$ cat src/rtl/seg7_pkg.sv
// rtl/seg7_pkg.sv - shared seven-segment bit order and hex glyph table
// Purpose: single source of truth for segment bit positions and the 16 hex
//          glyphs, used by both the hex-to-segment encoder and the reader.
// Ports:   none (package).
package seg7_pkg;

    typedef logic [6:0] seg_t;

    // Segment bit positions within seg_t, {a,b,c,d,e,f,g} with a at bit 6.
    localparam int SEG_A = 6;
    localparam int SEG_B = 5;
    localparam int SEG_C = 4;
    localparam int SEG_D = 3;
    localparam int SEG_E = 2;
    localparam int SEG_F = 1;
    localparam int SEG_G = 0;

    localparam seg_t SEG_M_A = seg_t'(1 << SEG_A);
    localparam seg_t SEG_M_B = seg_t'(1 << SEG_B);
    localparam seg_t SEG_M_C = seg_t'(1 << SEG_C);
    localparam seg_t SEG_M_D = seg_t'(1 << SEG_D);
    localparam seg_t SEG_M_E = seg_t'(1 << SEG_E);
    localparam seg_t SEG_M_F = seg_t'(1 << SEG_F);
    localparam seg_t SEG_M_G = seg_t'(1 << SEG_G);

    // Glyphs spelled out by lit segments so the table reads like the display.
    localparam seg_t SEG_HEX_0 = SEG_M_A | SEG_M_B | SEG_M_C | SEG_M_D | SEG_M_E | SEG_M_F;
    localparam seg_t SEG_HEX_1 = SEG_M_B | SEG_M_C;
    localparam seg_t SEG_HEX_2 = SEG_M_A | SEG_M_B | SEG_M_D | SEG_M_E | SEG_M_G;
    localparam seg_t SEG_HEX_3 = SEG_M_A | SEG_M_B | SEG_M_C | SEG_M_D | SEG_M_G;
    localparam seg_t SEG_HEX_4 = SEG_M_B | SEG_M_C | SEG_M_F | SEG_M_G;
    localparam seg_t SEG_HEX_5 = SEG_M_A | SEG_M_C | SEG_M_D | SEG_M_F | SEG_M_G;
    localparam seg_t SEG_HEX_6 = SEG_M_A | SEG_M_C | SEG_M_D | SEG_M_E | SEG_M_F | SEG_M_G;
    localparam seg_t SEG_HEX_7 = SEG_M_A | SEG_M_B | SEG_M_C;
    localparam seg_t SEG_HEX_8 = SEG_M_A | SEG_M_B | SEG_M_C | SEG_M_D | SEG_M_E | SEG_M_F | SEG_M_G;
    localparam seg_t SEG_HEX_9 = SEG_M_A | SEG_M_B | SEG_M_C | SEG_M_D | SEG_M_F | SEG_M_G;
    localparam seg_t SEG_HEX_A = SEG_M_A | SEG_M_B | SEG_M_C | SEG_M_E | SEG_M_F | SEG_M_G;
    localparam seg_t SEG_HEX_B = SEG_M_C | SEG_M_D | SEG_M_E | SEG_M_F | SEG_M_G;
    localparam seg_t SEG_HEX_C = SEG_M_A | SEG_M_D | SEG_M_E | SEG_M_F;
    localparam seg_t SEG_HEX_D = SEG_M_B | SEG_M_C | SEG_M_D | SEG_M_E | SEG_M_G;
    localparam seg_t SEG_HEX_E = SEG_M_A | SEG_M_D | SEG_M_E | SEG_M_F | SEG_M_G;
    localparam seg_t SEG_HEX_F = SEG_M_A | SEG_M_E | SEG_M_F | SEG_M_G;

endpackage

$ cat src/rtl/seg7_to_hex.sv
// rtl/seg7_to_hex.sv - combinational seven-segment glyph to hex nibble decoder
// Purpose: map a segment pattern back to its hex digit; any pattern that is
//          not one of the 16 glyphs is flagged invalid and decodes to 0.
// Ports:   seg_i     - segment pattern {a..g}
//          nibble_o  - decoded hex value
//          invalid_o - pattern is not a hex glyph
module seg7_to_hex
    import seg7_pkg::*;
(
    input  logic [6:0] seg_i,
    output logic [3:0] nibble_o,
    output logic       invalid_o
);

    always_comb begin
        nibble_o  = 4'h0;
        invalid_o = 1'b0;
        case (seg_i)
            SEG_HEX_0: nibble_o = 4'h0;
            SEG_HEX_1: nibble_o = 4'h1;
            SEG_HEX_2: nibble_o = 4'h2;
            SEG_HEX_3: nibble_o = 4'h3;
            SEG_HEX_4: nibble_o = 4'h4;
            SEG_HEX_5: nibble_o = 4'h5;
            SEG_HEX_6: nibble_o = 4'h6;
            SEG_HEX_7: nibble_o = 4'h7;
            SEG_HEX_8: nibble_o = 4'h8;
            SEG_HEX_9: nibble_o = 4'h9;
            SEG_HEX_A: nibble_o = 4'hA;
            SEG_HEX_B: nibble_o = 4'hB;
            SEG_HEX_C: nibble_o = 4'hC;
            SEG_HEX_D: nibble_o = 4'hD;
            SEG_HEX_E: nibble_o = 4'hE;
            SEG_HEX_F: nibble_o = 4'hF;
            default:   invalid_o = 1'b1;
        endcase
    end

endmodule

$ cat src/rtl/seg_reader.sv
// rtl/seg_reader.sv - scanned seven-segment display reader / word assembler
// Purpose: watch a multiplexed display bus, capture each digit once its
//          pattern has been stable for STABLE_CYCLES cycles, and publish the
//          assembled word once every digit has been seen.
// Ports:   clk, rst  - clock, synchronous active-high reset
//          an_i      - one-hot digit select (bit k = digit k)
//          seg_i     - shared segment lines {a..g}
//          value_o   - last complete word, digit k in [4k+3:4k]
//          valid_o   - one-cycle pulse when value_o updates
//          bad_o     - some digit of that frame was not a hex glyph
module seg_reader
    import seg7_pkg::*;
#(
    parameter int DIGITS        = 4,
    parameter int STABLE_CYCLES = 4
) (
    input  logic                  clk,
    input  logic                  rst,
    input  logic [DIGITS-1:0]     an_i,
    input  logic [6:0]            seg_i,
    output logic [4*DIGITS-1:0]   value_o,
    output logic                  valid_o,
    output logic                  bad_o
);

    localparam logic [7:0] CNT_MAX = 8'(STABLE_CYCLES);
    localparam logic [7:0] CAP_AT  = 8'(STABLE_CYCLES - 1);

    logic [DIGITS-1:0]   prev_an_q,  prev_an_d;
    logic [6:0]          prev_seg_q, prev_seg_d;
    logic [7:0]          cnt_q,      cnt_d;
    logic                flag_q,     flag_d;
    logic [DIGITS-1:0]   mask_q,     mask_d;
    logic [DIGITS-1:0]   bad_q,      bad_d;
    logic [4*DIGITS-1:0] slots_q,    slots_d;
    logic [4*DIGITS-1:0] value_q,    value_d;
    logic                bad_out_q,  bad_out_d;
    logic                valid_q,    valid_d;

    logic       onehot;
    logic       same;
    logic       flag_base;
    logic       capture;
    logic [3:0] dec_nibble;
    logic       dec_invalid;

    seg7_to_hex u_dec (
        .seg_i     (seg_i),
        .nibble_o  (dec_nibble),
        .invalid_o (dec_invalid)
    );

    always_comb begin
        prev_an_d  = an_i;
        prev_seg_d = seg_i;
        onehot     = $onehot(an_i);
        same       = onehot && (an_i == prev_an_q) && (seg_i == prev_seg_q);

        // Any change or a non-one-hot select opens a fresh stability window.
        if (same) begin
            cnt_d     = (cnt_q == CNT_MAX) ? cnt_q : cnt_q + 8'd1;
            flag_base = flag_q;
        end else begin
            cnt_d     = 8'd0;
            flag_base = 1'b0;
        end

        // Counter value for this cycle equals STABLE_CYCLES-1 on the
        // STABLE_CYCLES-th identical sample; the flag limits it to one capture.
        capture = onehot && (cnt_d == CAP_AT) && !flag_base;
        flag_d  = flag_base | capture;

        mask_d    = mask_q;
        bad_d     = bad_q;
        slots_d   = slots_q;
        value_d   = value_q;
        bad_out_d = bad_out_q;
        valid_d   = 1'b0;

        // Publish first so a capture in this same cycle lands in the new frame.
        if (&mask_q) begin
            value_d   = slots_q;
            bad_out_d = |bad_q;
            valid_d   = 1'b1;
            mask_d    = '0;
            bad_d     = '0;
        end

        if (capture) begin
            for (int k = 0; k < DIGITS; k++) begin
                if (an_i[k]) begin
                    slots_d[4*k +: 4] = dec_nibble;
                    mask_d[k]         = 1'b1;
                    bad_d[k]          = dec_invalid;
                end
            end
        end
    end

    always_ff @(posedge clk) begin
        if (rst) begin
            prev_an_q  <= '0;
            prev_seg_q <= '0;
            cnt_q      <= '0;
            flag_q     <= 1'b0;
            mask_q     <= '0;
            bad_q      <= '0;
            slots_q    <= '0;
            value_q    <= '0;
            bad_out_q  <= 1'b0;
            valid_q    <= 1'b0;
        end else begin
            prev_an_q  <= prev_an_d;
            prev_seg_q <= prev_seg_d;
            cnt_q      <= cnt_d;
            flag_q     <= flag_d;
            mask_q     <= mask_d;
            bad_q      <= bad_d;
            slots_q    <= slots_d;
            value_q    <= value_d;
            bad_out_q  <= bad_out_d;
            valid_q    <= valid_d;
        end
    end

    assign value_o = value_q;
    assign valid_o = valid_q;
    assign bad_o   = bad_out_q;

endmodule

$ cat config.mk
export PLATFORM = sky130hd
export DESIGN_NAME = seg_reader
export DESIGN_NICKNAME = d
export VERILOG_FILES = /design/src/rtl/seg7_pkg.sv /design/src/rtl/seg7_to_hex.sv /design/src/rtl/seg_reader.sv
export SDC_FILE = /design/constraint.sdc
export NUM_CORES = 1
export LEC_CHECK = 0
export BUFFER_PORTS_ARGS = -buffer_cell sky130_fd_sc_hd__buf_2
export CORE_MARGIN = 2
export CORE_UTILIZATION = 58
export CTS_CLUSTER_SIZE = 14
export DETAILED_ROUTE_END_ITERATION = 6
export HOLD_SLACK_MARGIN = 0.1
export PLACE_DENSITY_LB_ADDON = 0.08
export SETUP_SLACK_MARGIN = 0.1
export SYNTH_ARGS = -nofsm -noshare
export SYNTH_HDL_FRONTEND = slang
export SYNTH_SLANG_ARGS = --single-unit
export TNS_END_PERCENT = 30
$ cat constraint.sdc
create_clock -name clk -period 4.16 [get_ports clk]
set_clock_uncertainty 0.1 [all_clocks]
set_input_delay 0.832 -clock clk [delete_from_list [all_inputs] [get_ports clk]]
set_output_delay 0.832 -clock clk [all_outputs]
set_load 0.05 [all_outputs]
After elaboration in Yosys (flattened, before gate mapping) --
Cells that the tools add are included. W data, S select, Z words.
Storage, ports and cells: register bits 62, bits of input ports 13, output and inout bits 18, logic and storage cells 69
Operators by class: $add $sub $neg 4, equal/unequal tests 21, muxes and demuxes 18, bitwise logic cells 1, reductions and logical operators 12
Operator list (count):
- $eq A7 B7 Y1 const B | 12
- $pmux W4 S15 | 1
- $eq A7 B6 Y1 const B | 3
- $mux W4 | 4
- $mux W8 | 2
- $reduce_or A16 Y1 | 1
- $mux W1 | 11
- $add A8 B1 Y8 const B | 1
- $eq A8 B2 Y1 const B | 1
- $eq A8 B3 Y1 const B | 1
- $reduce_and A2 Y1 | 4
- $eq A7 B5 Y1 const B | 1
- $eq A7 B7 Y1 | 1
- $add A1 B1 Y2 | 2
- $eq A4 B4 Y1 | 1
- $logic_and A1 B1 Y1 | 4
- $reduce_and A4 Y1 | 1
- $reduce_or A4 Y1 | 1
- $add A2 B2 Y3 | 1
- $eq A3 B1 Y1 const B | 1
- $logic_not A1 Y1 | 1
- $or A1 B1 Y1 | 1

Depth between registers and ports, before layout --
Gate-level depths: netlist (run 1).
word-level depth 10, gate-level depth with buffers 11, gate-level depth less buffers 11

Hierarchy --
From an unflattened synthesis (run 1), not the netlist that was laid out.
Second synthesis, totals: cell total of the unflattened synthesis 332, area total of the unflattened synthesis 2981.6 um2
Modules (own cells, without submodules):
- seg_reader | times used 1, cells each 275, area an instance 2612.5 um2, sequential area each 1241.2 um2
- seg7_to_hex | times used 1, cells each 57, area an instance 369.1 um2, sequential area each 0.0 um2

Least setup slack after synthesis (run 1) --
Ideal clock, no wire load.
path type input port to flip-flop, start point input an_i[0], end point register slots_q[10], setup time 0.129 ns, arrival time 3.428 ns, required time 3.931 ns, path slack 0.503 ns, stages on the path 11, path buffers 0, path through inv_1 fa_1 inv_1 ha_1 ha_1 or3b_1 nor3b_1 nand4_1 nor4_4 nand2_2 mux2i_1
On the way: longest elaborated chain between the ends 10, elaborated cells between the ends (all ways) 13, classes of those cells add/sub: 2; eq/ne: 3; mux: 2; reduce/logical: 6
RTL lines:
- from (decl) | line seg_reader.sv:19 | input logic [DIGITS-1:0] an_i,
- $add A1 B1 Y2 (not written as such) | line seg_reader.sv:56 | onehot = $onehot(an_i);
- $add A2 B2 Y3 (not written as such) | line seg_reader.sv:56
- $eq A3 B1 Y1 | line seg_reader.sv:56
- $logic_and A1 B1 Y1 (2 in a row) | line seg_reader.sv:57 | same = onehot && (an_i == prev_an_q) && (seg_i == prev_seg_q);
- $mux W8 | line seg_reader.sv:60 | if (same) begin
- $eq A8 B2 Y1 | line seg_reader.sv:70 | capture = onehot && (cnt_d == CAP_AT) && !flag_base;
- $logic_and A1 B1 Y1 | line seg_reader.sv:70
- $logic_and A1 B1 Y1 * | line seg_reader.sv:70
- $reduce_and A2 Y1 (no source line) *
- to (signal assigned) | line seg_reader.sv:119 | slots_q <= slots_d;
- to (decl) | line seg_reader.sv:35 | logic [4*DIGITS-1:0] slots_q, slots_d;
Every way passes the cells marked *; elsewhere a longest branch is shown, timed or not. A chain may end at the register's enable or synchronous reset.

Final worst setup path (run 1) --
start point input an_i[0], end point register slots_q[15]
The elaborated chain is that of the path after synthesis.

==> results.json, run 1 <==
{
  "synth-simple-area-share": 0.273,
  "insertion_delay_ps": 350,
  "slowest_stage": "fa_1",
  "clk_pin_slew_worst_paths_ps": 70,
  "wire_per_inst_um": 13.7,
  "cts-buffers-inserted": 9,
  "synth_top_family_by_area": "simple AND/OR/NAND/NOR gates",
  "hold_buffers": 0,
  "num_antenna_cells": 0,
  "setup_viol": 0,
  "ctsLongestPathBuffers": 2,
  "antenna_found_initial": 0,
  "ctsHtreeMaxLevel": 3,
  "grt.total_usage": 0.231,
  "synthDistinctLibCells": 49,
  "async_reset_ff_frac": 0,
  "cp_data_arrival_time_ps": 3890,
  "ctsResizeCount": 0,
  "nNetsFinal": 380,
  "route.detailed.drc": 0,
  "drtAntennaViolNets": 0,
  "gp_congestion": 0.816,
  "firstDrtPassIters": 4,
  "fin_crit_sh": 0.890,
  "setup_ws_ps": 456,
  "slew_headroom": 0.411,
  "grt_max_degree": 56,
  "synthesis.area_um2": 2910,
  "reg2reg_setup_slack_ps": 1730,
  "final-hold-violation-count": 0,
  "min_period_ps": 3700,
  "cp_top_family": "simple AND/OR/NAND/NOR gates",
  "cap_violations": 0,
  "drv_slew": 0,
  "setup_tns_ps": 0,
  "cts.sinks": 62,
  "muxShareOfSynthArea": 0.0619,
  "max_stage_delay_ps": 540,
  "synth-xor-area-share": 0.0601,
  "highest_layer": "met4",
  "min_from": "slots_q[7]$_SDFFE_PP0P_",
  "status": "completed",
  "grt_setup_unrepaired": "false",
  "syn-num-nets": 358,
  "post-place-ws_ps": 117,
  "fp.dieArea_um2": 5600,
  "core_area_um2": 4790,
  "synth_warnings": 0,
  "layout_common_cells": "62 x dfxtp_1, 47 x nand2_1, 32 x a21oi_1",
  "grt_pass1_wl_mm": 9.69,
  "num_vias": 2314,
  "power_density_nw_per_um2": 371,
  "cp-start-kind": "input pin",
  "drt-initial-drc-count": 94,
  "rr_endpoint": "slots_q[15]$_SDFFE_PP0P_",
  "worstSetupPathType": "in -> reg",
  "p_total_w": 0.00122,
  "cp_num_buf_inv": 3,
  "grt_pass1_vias": 2095,
  "reg2reg_depth": 7,
  "fin_util": 0.686,
  "dr_wl_met2_mm": 2.71,
  "final_common_cell": "dfxtp_1",
  "syn_inst": 340,
  "synth_ff_type": "dfxtp_1",
  "fmax_ghz": 0.270,
  "postCtsSetupRepairBufs": 0,
  "fp.dieH_um": 74.9,
  "layout-drive-gt1-share": 0.166,
  "synthAdderAreaFrac": 0.0241,
  "start_util": 0.609,
  "tightestPinTransition_ps": 884,
  "cts_tree": "yes",
  "required_ps": 4340,
  "cts_root_buffer": "clkbuf_8",
  "gr-total-overflow": 0,
  "hold_slack_ps": 349,
  "wl_met3_um": 244,
  "pin_count": 31,
  "synth-seq-area-share": 0.426,
  "viasPerCell": 5.33,
  "routed_wl_mm": 5.96,
  "endpoint_kind": "register",
  "ir_drop_uv": 258,
  "leakage_nw": 1.38,
  "die_w_um": 74.9,
  "synth_edf_count": 0,
  "area_growth_pct": 12.8,
  "timing.rr.start": "cnt_q[0]$_SDFF_PP0_",
  "synth-seq-cells": 62,
  "syn_area_per_cell_um2": 8.57,
  "hold_depth": 2,
  "port_buffers": 30,
  "synth_compound_area_frac": 0.112,
  "wl_met1_mm": 2.93,
  "whs_endpoint": "value_o[7]$_SDFFE_PP0P_",
  "hold_path_class": "reg -> reg",
  "hpwl_mm": 4.00,
  "rows": 25,
  "worstPathMaxFanout": 5,
  "crit_chain": "buf_2 > inv_1 > fa_1 > inv_1 > ha_1 > ha_1 > or3b_1 > nor3b_1 > nand4_1 > or2_2 > nor4b_2 > a21o_1"
}
==> power by group <==
part           internal, W   total, W  switching [W]
clock             0.000309   0.000543       0.000234
combinational    0.0000274  0.0000727      0.0000453
sequential        0.000599   0.000602     0.00000254
==> layer usage <==
metal,vias to the layer above,global-route usage
li1,1199,-
met4,0,0.0714
met1,1075,0.305
met3,8,0.0817
met5,-,0
met2,32,0.356
==> stage by stage <==
stage	cell area [um2]	cells
6_report	3280	434
5_1_grt	3280	434
2_1_floorplan	2910	340
4_1_cts	3280	434
3_3_place_gp	3080	418
3_5_place_dp	3080	418
==> final cells by class <==
class / count / area, um2
Multi-Input combinational cell: 246 / 1550
Fill cell: 415 / 1500
Sequential cell: 62 / 1240
Timing Repair Buffer: 32 / 165
Clock buffer: 11 / 151
Tap cell: 67 / 83.8
Clock inverter: 5 / 56.3
Inverter: 11 / 41.3
==> state kept, by name, summed over array words and instances (netlist names) <==
| name | cells |
|---|---|
| mask_q | 4 |
| prev_an_q | 4 |
| valid_o | 1 |
| prev_seg_q | 7 |
| flag_q | 1 |
| cnt_q | 8 |
| bad_q | 4 |
| value_o | 16 |
| bad_o | 1 |
| slots_q | 16 |
==> worst max path at each step <==
stage,from,cells after the start,slack (ps),to
2_1_floorplan,an_i[0],11,500,slots_q[10]$_SDFFE_PP0P_
3_3_place_gp,an_i[0],12,210,slots_q[7]$_SDFFE_PP0P_
3_5_place_dp,an_i[0],12,120,slots_q[15]$_SDFFE_PP0P_
4_1_cts,an_i[0],12,470,slots_q[15]$_SDFFE_PP0P_
5_1_grt,an_i[0],12,220,slots_q[7]$_SDFFE_PP0P_
6_report,an_i[0],12,460,slots_q[15]$_SDFFE_PP0P_
==> cells in the mapped netlist, types with 5 or more instances <==
library cell  count  area, um2
dfxtp_1          62       1240
nand2_1          47        176
a21oi_1          32        160
nor2_1           20       75.1
mux2i_1          18        180
nand2b_1         18        113
xor2_1           15        131
clkbuf_1         13       48.8
inv_1            11       41.3
o21ai_0           9       45.0
nand3_1           8       40.0
nor2b_1           8       50.1
nand4_1           6       37.5
nor3_1            5       25.0
xnor2_1           5       43.8
==> cell families (layout without fill, tap and decap cells) <==
family,count (synthesis),count (layout)
AOI/OAI and AO/OA,56,56
xor gates and xnor gates,20,20
adders and majority gates,5,5
buffers and inverters,32,59
DFF,62,62
muxes,18,18
and+or+nand+nor,147,147
==> tightest hold or removal path, stage by stage, from the launching register on <==
cell and delay, ps:
dfxtp_1 310, nand2_1 50, a21oi_1 50
(Power assumes the default switching activity.)
==> run 2: changes to the inputs <==
- CORE_UTILIZATION: 58 -> 40
- SLEW_MARGIN: unset -> 30
==> run 2 against run 1 <==
Net effect:
- worst setup slack better by 120 ps
- maximum frequency up 3.3%
- sequential share of layout area down 0.47 points
- sequential power about the same
- critical endpoint is now slots_q[3]$_SDFFE_PP0P_
- highest routed layer unchanged
==> results.json, run 2 (synthesized netlist as in run 1, its figures left out) <==
{
  "status": "completed",
  "cap_violations": 0,
  "p_clk_frac": 0.429,
  "tightestPinTransition_ps": 900,
  "swShare": 0.236,
  "route.detailed.drc": 0,
  "grt_max_degree": 56,
  "timing.rr.start": "cnt_q[1]$_SDFF_PP0_",
  "viasPerCell": 4.95,
  "internal_power_w": 0.000902,
  "leakage_nw": 1.39,
  "layout-drive-gt1-share": 0.168,
  "final-hold-violation-count": 0,
  "reg2reg_depth": 8,
  "ir_drop_uv": 160,
  "area_growth_pct": 14.2,
  "min_from": "slots_q[3]$_SDFFE_PP0P_",
  "design_area_um2": 3330,
  "fp.dieH_um": 89.3,
  "wire_per_inst_um": 13.3,
  "routed_wl_mm": 6.20,
  "p_sw_w": 0.000279,
  "rows": 31,
  "hold_buffers": 0,
  "postCtsSetupRepairBufs": 0,
  "slew_headroom": 0.400,
  "reg2reg_setup_slack_ps": 1810,
  "min_period_ps": 3590,
  "die_w_um": 89.3,
  "antenna_found_initial": 0,
  "cts_tree": "yes",
  "port_buffers": 30,
  "cts.sinks": 62,
  "insertion_delay_ps": 330,
  "gr-total-overflow": 0,
  "required_ps": 4340,
  "cp-start-kind": "input pin",
  "setup_viol": 0,
  "power_frac_seq": 0.509,
  "rr_endpoint": "slots_q[3]$_SDFFE_PP0P_",
  "nNetsFinal": 382,
  "grt.total_usage": 0.167,
  "fmax_ghz": 0.279,
  "placed_area_um2": 3120,
  "final_common_cell": "dfxtp_1",
  "num_vias": 2317,
  "clk_pin_slew_worst_paths_ps": 70,
  "firstDrtPassIters": 4,
  "ctsResizeCount": 0,
  "setup_tns_ps": 0,
  "drtAntennaViolNets": 0,
  "ctsLongestPathBuffers": 2,
  "cts-buffers-inserted": 9,
  "cp_data_arrival_time_ps": 3760,
  "grt_pass1_wl_mm": 10.2,
  "endpoint_kind": "register",
  "layout_common_cells": "62 x dfxtp_1, 47 x nand2_1, 32 x a21oi_1",
  "hold_depth": 2,
  "drv_slew": 0,
  "hpwl_mm": 4.20,
  "pin_count": 31,
  "power_density_nw_per_um2": 355,
  "drt-initial-drc-count": 88,
  "core_area_um2": 7140,
  "fill_cells": 750,
  "worstPathMaxFanout": 5,
  "cts_root_buffer": "clkbuf_8",
  "num_antenna_cells": 0,
  "pwr-share-comb": 0.062,
  "whs_endpoint": "value_o[3]$_SDFFE_PP0P_",
  "worstSetupPathType": "in -> reg",
  "grt_setup_unrepaired": "false",
  "ctsHtreeMaxLevel": 3,
  "gp_congestion": 0.786,
  "hold_path_class": "reg -> reg",
  "start_util": 0.408,
  "grt_pass1_vias": 2113,
  "fp.dieArea_um2": 7980,
  "fin_crit_sh": 0.862
}
## run 2: cell count changes in the layout (fill, tap and decap cells not counted), sizes merged
| cell | delta |
|---|---|
| clkbuf | -1 |
| clkinv | +3 |
| inv | -1 |
| clkinvlp | -1 |
| buf | +2 |
## run 2: critical path, stage by stage
cell and delay, ps:
buf_2 140, inv_1 80, fa_1 530, inv_1 40, ha_1 170, ha_1 260, or3b_1 400, nor3b_1 210
nand4_1 220, or2_2 340, nor4b_2 260, buf_4 170, a21o_1 110
## run 2: worst max-delay path by stage
stage,from,to,depth (start not counted),slack (ps)
finish,an_i[0],slots_q[3]$_SDFFE_PP0P_,13,570
global route,an_i[0],slots_q[3]$_SDFFE_PP0P_,13,410
CTS,an_i[0],slots_q[3]$_SDFFE_PP0P_,13,580
detailed placement,an_i[0],slots_q[3]$_SDFFE_PP0P_,13,240
global placement,an_i[0],slots_q[3]$_SDFFE_PP0P_,13,240
floorplan,an_i[0],slots_q[10]$_SDFFE_PP0P_,11,500
## run 2: metal layers
metal / wire, um / vias up / GRT usage
li1: - / 1205 / -
met3: 190 / 7 / 0.0406
met1: 3260 / 1073 / 0.246
met5: 0 / - / 0
met2: 2680 / 32 / 0.228
met4: 74 / 0 / 0.0746
## run 2: power groups by stage
stage          Combinational (W)  Sequential (W)  Clock (W)
2_1_floorplan          0.0000531        0.000615          0
3_3_place_gp           0.0000738        0.000615          0
3_5_place_dp           0.0000738        0.000615          0
4_1_cts                0.0000742        0.000601   0.000521
5_1_grt                0.0000834        0.000602   0.000551
6_report               0.0000735        0.000601   0.000506
## run 2: metrics by stage
stage                     instances   util  total power, W  hold slack, ps  setup WS, ps
after CTS                       467  0.464         0.00120             349           577
final                           468  0.466         0.00118             348           574
after global routing            468  0.466         0.00124             366           414
after detailed placement        451  0.438        0.000689             345           239
after global placement          451  0.438        0.000689             340           236
after floorplan                 340      -        0.000668             332           503
## run 2: final cells by class
type	instances	area (um2)	area share
Multi-Input combinational cell	246	1550	0.465
Sequential cell	62	1240	0.373
Timing Repair Buffer	34	184	0.0553
Clock buffer	10	128	0.0384
Tap cell	99	124	0.0372
Clock inverter	6	62.6	0.0188
Inverter	11	41.3	0.0124
